==> src/rtl/palette_pkg.sv <==
// palette_pkg
// Shared types and constants for the palette fade engine.
//   pal_color_t  : one 12-bit palette colour, 4 bits each of red, green, blue
//   PAL_ENTRIES  : number of palette entries
//   PAL_IDX_W    : width of a palette index
//   fade_state_t : states of the fade sequencer
package palette_pkg;

    localparam int PAL_ENTRIES = 64;
    localparam int PAL_IDX_W   = 6;

    typedef struct packed {
        logic [3:0] r;
        logic [3:0] g;
        logic [3:0] b;
    } pal_color_t;

    typedef enum logic [1:0] {
        IDLE,
        WAIT_TICK,
        SWEEP
    } fade_state_t;

endpackage

==> src/rtl/palette_fader_color_step.sv <==
// color_step
// Moves each 4-bit component of a colour one step toward a target colour.
//   old_i     : current colour read from the palette
//   tgt_i     : colour being faded toward
//   new_o     : colour after one step
//   changed_o : high when new_o differs from old_i
module color_step
    import palette_pkg::*;
(
    input  pal_color_t old_i,
    input  pal_color_t tgt_i,
    output pal_color_t new_o,
    output logic       changed_o
);

    // A component already at its target stays put; otherwise it moves by one.
    function automatic logic [3:0] stepOne(input logic [3:0] oldVal, input logic [3:0] tgtVal);
        if (oldVal < tgtVal) begin
            return oldVal + 4'd1;
        end else if (oldVal > tgtVal) begin
            return oldVal - 4'd1;
        end else begin
            return oldVal;
        end
    endfunction

    // Step the three components independently so mixed-direction fades work.
    always_comb begin
        new_o.r   = stepOne(old_i.r, tgt_i.r);
        new_o.g   = stepOne(old_i.g, tgt_i.g);
        new_o.b   = stepOne(old_i.b, tgt_i.b);
        changed_o = (new_o != old_i);
    end

endmodule

==> src/rtl/palette_fader.sv <==
// palette_fader
// Shares the palette RAM's single port between the CPU bus and a fade engine.
// On every (fade_rate+1)-th frame tick the engine sweeps all entries and steps
// each colour component one unit toward the latched target.
//   clk, reset_n          : clock and asynchronous active-low reset
//   bus_sel/addr/wrdata/wren, bus_rddata : CPU access, always has priority
//   fade_start/abort/target/rate/tick    : fade control
//   fade_busy, fade_done  : engine status
//   pal_addr/wrdata/wren, pal_rddata     : palette port (combinational read)
module palette_fader
    import palette_pkg::*;
#(
    parameter int NUM_ENTRIES = PAL_ENTRIES,
    parameter int RATE_W      = 4,
    localparam int IDX_W      = $clog2(NUM_ENTRIES)
) (
    input  logic              clk,
    input  logic              reset_n,
    input  logic              bus_sel,
    input  logic [IDX_W-1:0]  bus_addr,
    input  logic [15:0]       bus_wrdata,
    input  logic              bus_wren,
    output logic [15:0]       bus_rddata,
    input  logic              fade_start,
    input  logic              fade_abort,
    input  logic [11:0]       fade_target,
    input  logic [RATE_W-1:0] fade_rate,
    input  logic              fade_tick,
    output logic              fade_busy,
    output logic              fade_done,
    output logic [IDX_W-1:0]  pal_addr,
    output logic [15:0]       pal_wrdata,
    output logic              pal_wren,
    input  logic [15:0]       pal_rddata
);

    localparam logic [IDX_W-1:0] LAST_IDX = IDX_W'(NUM_ENTRIES - 1);

    fade_state_t       state_q, state_d;
    logic [IDX_W-1:0]  idx_q, idx_d;
    logic [RATE_W-1:0] tickCnt_q, tickCnt_d;
    logic              changed_q, changed_d;
    pal_color_t        tgt_q, tgt_d;
    logic [RATE_W-1:0] rate_q, rate_d;
    logic              done_q, done_d;

    pal_color_t        oldColor;
    pal_color_t        stepColor;
    logic              stepChanged;
    logic              engineOwns;
    logic              unusedBits;

    assign oldColor   = pal_color_t'(pal_rddata[11:0]);
    assign engineOwns = (state_q == SWEEP) && !bus_sel;
    assign unusedBits = ^{bus_wrdata[15:12], pal_rddata[15:12]};

    color_step u_step (
        .old_i     (oldColor),
        .tgt_i     (tgt_q),
        .new_o     (stepColor),
        .changed_o (stepChanged)
    );

    // Port mux: the CPU always wins; the engine only gets the port in SWEEP
    // cycles the CPU leaves free, and only writes entries that actually move.
    always_comb begin
        bus_rddata = pal_rddata;
        pal_addr   = bus_addr;
        pal_wrdata = {4'h0, bus_wrdata[11:0]};
        pal_wren   = 1'b0;
        if (bus_sel) begin
            pal_wren = bus_wren;
        end else if (state_q == SWEEP) begin
            pal_addr   = idx_q;
            pal_wrdata = {4'h0, stepColor};
            pal_wren   = stepChanged;
        end
    end

    // Sequencer next state. Abort beats start, and start restarts from any
    // state, abandoning any partially completed sweep.
    always_comb begin
        state_d   = state_q;
        idx_d     = idx_q;
        tickCnt_d = tickCnt_q;
        changed_d = changed_q;
        tgt_d     = tgt_q;
        rate_d    = rate_q;
        done_d    = 1'b0;
        if (fade_abort) begin
            state_d = IDLE;
        end else if (fade_start) begin
            tgt_d     = pal_color_t'(fade_target);
            rate_d    = fade_rate;
            tickCnt_d = '0;
            state_d   = WAIT_TICK;
        end else begin
            case (state_q)
                WAIT_TICK: begin
                    if (fade_tick) begin
                        if (tickCnt_q == rate_q) begin
                            tickCnt_d = '0;
                            idx_d     = '0;
                            changed_d = 1'b0;
                            state_d   = SWEEP;
                        end else begin
                            tickCnt_d = tickCnt_q + RATE_W'(1);
                        end
                    end
                end
                SWEEP: begin
                    if (engineOwns) begin
                        changed_d = changed_q | stepChanged;
                        idx_d     = idx_q + IDX_W'(1);
                        if (idx_q == LAST_IDX) begin
                            if (changed_d) begin
                                state_d = WAIT_TICK;
                            end else begin
                                state_d = IDLE;
                                done_d  = 1'b1;
                            end
                        end
                    end
                end
                default: begin
                    state_d = state_q;
                end
            endcase
        end
    end

    // State and datapath registers.
    always_ff @(posedge clk or negedge reset_n) begin
        if (!reset_n) begin
            state_q   <= IDLE;
            idx_q     <= '0;
            tickCnt_q <= '0;
            changed_q <= 1'b0;
            tgt_q     <= '0;
            rate_q    <= '0;
            done_q    <= 1'b0;
        end else begin
            state_q   <= state_d;
            idx_q     <= idx_d;
            tickCnt_q <= tickCnt_d;
            changed_q <= changed_d;
            tgt_q     <= tgt_d;
            rate_q    <= rate_d;
            done_q    <= done_d;
        end
    end

    assign fade_busy = (state_q != IDLE);
    assign fade_done = done_q;

endmodule

==> config.mk <==
export PLATFORM = sky130hd
export DESIGN_NAME = palette_fader
export DESIGN_NICKNAME = d
export VERILOG_FILES = /design/src/rtl/palette_pkg.sv /design/src/rtl/palette_fader_color_step.sv /design/src/rtl/palette_fader.sv
export SDC_FILE = /design/constraint.sdc
export NUM_CORES = 1
export LEC_CHECK = 0
export BUFFER_PORTS_ARGS = -buffer_cell sky130_fd_sc_hd__clkbuf_2
export CAP_MARGIN = 20
export CORE_MARGIN = 2
export CORE_UTILIZATION = 48
export DETAILED_ROUTE_END_ITERATION = 10
export PLACE_DENSITY = 0.88
export SLEW_MARGIN = 25
export SYNTH_ARGS = -nofsm -noshare
export SYNTH_HDL_FRONTEND = slang
export SYNTH_HIERARCHICAL = 1
export SYNTH_SLANG_ARGS = --single-unit
==> constraint.sdc <==
create_clock -name clk -period 2.73 [get_ports clk]
set_input_delay 0.546 -clock clk [delete_from_list [all_inputs] [get_ports clk]]
set_output_delay 0.546 -clock clk [all_outputs]
set_load 0.005 [all_outputs]
Word-level counts from Yosys, hierarchy flattened
Index checks and enable logic that the tools add are counted.
{"block": "op_classes", "addsub": 8, "n_lt_le_gt_ge": 6, "n_eq_ne": 12, "mux": 38, "n_bitwise": 3, "n_reduce_logical": 11}
{"operator": "$mux 4", "n": 10}
{"operator": "$mux 6", "n": 5}
{"operator": "$mux 12", "n": 2}
{"operator": "$add 4x1->4 const B", "n": 4}
{"operator": "$gt 4x4->1", "n": 3}
{"operator": "$lt 4x4->1", "n": 3}
{"operator": "$mux 1", "n": 12}
{"operator": "$mux 2", "n": 6}
{"operator": "$ne 12x12->1", "n": 1}
{"operator": "$ne 4x4->1 const B", "n": 3}
{"operator": "$pmux 6 s2", "n": 1}
{"operator": "$sub 4x1->4 const B", "n": 3}
{"operator": "$reduce_bool 2->1", "n": 4}
{"operator": "$add 6x1->6 const B", "n": 1}
{"operator": "$eq 6x6->1 const B", "n": 1}
{"operator": "$ne 2x2->1 const B", "n": 3}
{"operator": "$reduce_and 6->1", "n": 1}
{"operator": "$reduce_and 5->1", "n": 1}
{"operator": "$eq 4x4->1", "n": 1}
{"operator": "$ne 4x3->1 const B", "n": 1}
{"operator": "$pmux 2 s2", "n": 1}
{"operator": "$reduce_bool 4->1", "n": 1}
{"operator": "$reduce_and 3->1", "n": 1}
{"operator": "$eq 2x1->1 const B", "n": 1}
{"operator": "7 further kinds", "n": 8}
{"block": "word_totals", "regBits": 30, "out_inout_bits": 41}

Depth between registers and ports, before layout
{"block": "logic_depth", "word_depth": 11, "ltp_mapped": 8, "depth_no_buf": 8}

Hierarchy
Netlist, hierarchy kept.
{"module": "palette_fader", "instances": 1, "cells_per_inst": 171, "area_each_um2": 1903.1, "seq_area_each_um2": 750.7}
{"module": "color_step", "instances": 1, "cells_per_inst": 114, "area_each_um2": 894.6, "seq_area_each_um2": 0.0}

Worst setup path after synthesis
OpenSTA, ideal clock, no wires.
{"block": "synth_path", "path_type": "in2out", "startpoint": "input port pal_rddata[11]", "endpoint": "output port pal_wrdata[11]", "arrival_time_ns": 1.825, "required_ns": 2.184, "path_slack_ns": 0.359, "path_stages": 6, "n_path_buf": 0, "cell_sequence": "ha_1 > and4_4 > o41ai_1 > a22o_1 > nand3_1 > mux2_2"}
{"element": "from (decl)", "line_no": "palette_fader.sv:34", "text": "input logic [15:0] pal_rddata"}
{"element": "to (decl)", "line_no": "palette_fader.sv:32", "text": "output logic [15:0] pal_wrdata,"}

==> impl_metrics.json <==
{
  "status": "finished clean",
  "drive_above_1_share_pct": 48.3,
  "cp_max_fo": 4,
  "critPathRequiredTime_ns": 2.18,
  "nets": 460,
  "vias": 2532,
  "die_h_um": 80.3,
  "cts.sinks": 30,
  "layout_setup_ws_ns": 0.0990,
  "rrSetupSlack_ns": 0.65,
  "synth_top_cell_by_area": "dfrtp_1",
  "ant_nets": 0,
  "final_common_cell": "clkbuf_2",
  "hold_violations": 0,
  "timing_worst_setup_path_type": "primary input to output port",
  "max_freq_ghz": 0.380,
  "pwr-share-seq_pct": 36.2,
  "wl_per_cell_um": 14.1,
  "postSynthCellCount": 285,
  "drt_first_pass_iters": 4,
  "worst_ep_arrival_time_ns": 2.08,
  "wl_mm": 6.35,
  "final_cell_mix": "85 x clkbuf_2, 34 x mux2_2, 30 x dfrtp_1",
  "synthArstFlopShare_pct": 100,
  "p_leak_nw": 1.63,
  "antenna_found_initial": 0,
  "fin_crit_sh_pct": 96.4,
  "timing.hold.ws_ns": 0.323,
  "pwr-share-comb_pct": 39.9,
  "pre_cts_ws_ns": 0.0563,
  "reg2regPathDepth": 9,
  "ys_seq_area_share_pct": 26.8,
  "initial_utilization_pct": 50.2,
  "globalplace.congestion": 0.839,
  "cts_buffers": 5,
  "sw_frac_of_total_pct": 33.3,
  "setup_viol": 0,
  "tightest_slew_ns": 0.748,
  "power.density_mw_per_mm2": 439,
  "viasPerCell": 5.64,
  "dp.final_hpwl_mm": 5.05,
  "finalCriticalPeriod_ns": 2.63,
  "grt_pass1_vias": 2366,
  "p_int_mw": 1.01,
  "ios": 102,
  "clk_pin_slew_ns": 0.06,
  "peakVddDrop_mv": 0.268,
  "die_w_um": 80.3,
  "n_fill_cell": 473,
  "rows": 27,
  "final_max_slew_viol_count": 0,
  "synth_top_area_share_pct": 26.8,
  "crit_path_top_delay_cell": "ha_1",
  "syn_area_mm2": 0.00280,
  "setup.worst_path.end_class": "output port",
  "worstReg2RegStart": "tgt_q[1]",
  "antenna_cells": 0,
  "path_cells": "clkbuf_2, ha_1, nor2b_4, o31a_2, o211ai_1, a211oi_1, mux2_2, clkbuf_2",
  "port_buffers": 85,
  "htreeDepth": 2,
  "synthFlopType": "dfrtp_1",
  "slew_headroom_pct": 50.1,
  "max_cap_violations": 0,
  "drtIter0Drc": 53,
  "synth-seq-cells": 30,
  "startpoint_type": "primary input",
  "clock_path_buffers": 2,
  "synth_cell_types": 67,
  "grt_usage_pct": 19.8,
  "grt_max_degree": 31,
  "area_growth_pct": 23.3,
  "slowest_delay_ns": 0.33,
  "cts_tree": "yes",
  "ys_warn_count": 6,
  "grt-ovfl-total": 0,
  "grt_pass1_wl_mm": 10.3,
  "die-area_mm2": 0.00646,
  "fin_worst_skew_ns": 0.00186,
  "cpMostUsedCell": "clkbuf_2",
  "core_region_area_mm2": 0.00557,
  "clock-root-buffer": "clkbuf_8",
  "synth_edf_count": 0,
  "drcViolationCount": 0,
  "worstReg2RegEnd": "state_q[0]",
  "hold_path.class": "primary input to async pin",
  "synthTopCellsByArea": "dfrtp_1 27%, mux2_2 14%, ha_1 10%",
  "p_switching_mw": 0.504,
  "clock_latency_ns": 0.28,
  "p_clk_share_pct": 23.9,
  "synth.avg_cell_area_um2": 9.82
}
==> layout make-up <==
type / count / area, µm² / area share (%)
clock buffers: 7 / 86.3 / 2.50
inverters: 24 / 90.1 / 2.61
well taps: 72 / 90.1 / 2.61
multi-input cells: 211 / 1860 / 53.9
flip-flops and latches: 30 / 751 / 21.8
clock inverters: 1 / 5.00 / 0.145
repair buffers: 104 / 568 / 16.5
==> how the worst max path moves through the flow <==
stage,startpoint,end,slack (ns)
global route,tgt_q[6],pal_wrdata[7],-0.001
global placement,pal_rddata[11],pal_wrdata[11],0.11
CTS,tgt_q[11],pal_wrdata[11],0.02
detailed placement,pal_rddata[11],pal_wrdata[11],0.06
floorplan,pal_rddata[11],pal_wrdata[11],0.36
finish,pal_rddata[1],pal_wrdata[3],0.1
==> critical path: cells and delay by family <==
kind / cells / cell delay [ns]
AOI/OAI and AO/OA: 3 / 0.59
adders and majority gates: 1 / 0.33
buffers and inverters: 2 / 0.20
muxes: 1 / 0.27
and+or+nand+nor: 1 / 0.15
==> synth_stat cells, types with 2 or more instances <==
master     count
or3_1          2
o2bb2ai_1      2
nand3_1       12
mux2_2        34
buf_4         21
xnor2_2        2
nand3_2        2
o211ai_1       2
a22oi_1        3
a21oi_2        2
nand4b_1       4
a22o_1         5
nand4_1        7
nand3b_1       3
nor4_1         2
xnor2_1        5
o41ai_1        3
a21oi_1        9
dfrtp_1       30
and4_4         3
inv_1         22
nor2_1         8
o21ai_0        5
mux2i_1        3
nor3_1         6
nand2_1       13
a221o_1        2
a211oi_1       2
o21ai_2        2
a21boi_0       2
nor2b_1        3
o31ai_1        3
ha_1          23
a32o_1         2
nor3b_1        3
or2_2          2
==> registers in the layout, summed over array words and instances, names as in the netlist <==
name / cells
rate_q: 4
state_q: 2
fade_done: 1
tgt_q: 12
tickCnt_q: 4
changed_q: 1
idx_q: 6
==> kinds of logic after synthesis <==
kind of cell	count (synthesis)	share of synthesized area, %
multiplexers	37	14.8
other	1	0.134
XOR/XNOR	8	3.04
buffers and inverters	47	9.44
adder cells (fa/ha/maj)	23	10.3
flip-flops	30	26.8
AO/OA/AOI/OAI	58	17.5
AND/OR/NAND/NOR	81	18.0
==> power groups by stage <==
stage                     registers (mW)  logic [mW]  clock network [mW]
after global placement             0.554       0.547                   0
after CTS                          0.549       0.573               0.372
after detailed placement           0.557       0.570                   0
final                              0.549       0.604               0.361
after global routing               0.557       0.670               0.394
after floorplan                    0.544       0.417                   0
==> routing by layer <==
| layer | global-route usage (%) | part of all wire (%) | wire [µm] |
|---|---|---|---|
| met5 | 0 | 0 | 0 |
| met4 | 6.61 | 1.5 | 94 |
| met3 | 2.81 | 5.2 | 327 |
| met2 | 36.3 | 53 | 3360 |
| met1 | 23.7 | 40 | 2570 |
==> through the flow <==
step	std cells	power (mW)	setup TNS, ns	instance area [µm²]	utilization (%)
after floorplan	288	0.961	0	2810	-
after global placement	439	1.10	0	3280	58.8
final	449	1.51	0	3450	61.9
after global routing	449	1.62	-0.00145	3450	61.9
after detailed placement	439	1.13	0	3280	58.8
after CTS	447	1.49	0	3370	60.4
==> timing repair <==
item                       4_1_cts  5_1_grt
buffers inserted                 0        2
gates resized for setup          0       10
setup endpoints to repair        0        8
hold buffers                     0        0
(Power assumes the default switching activity.)
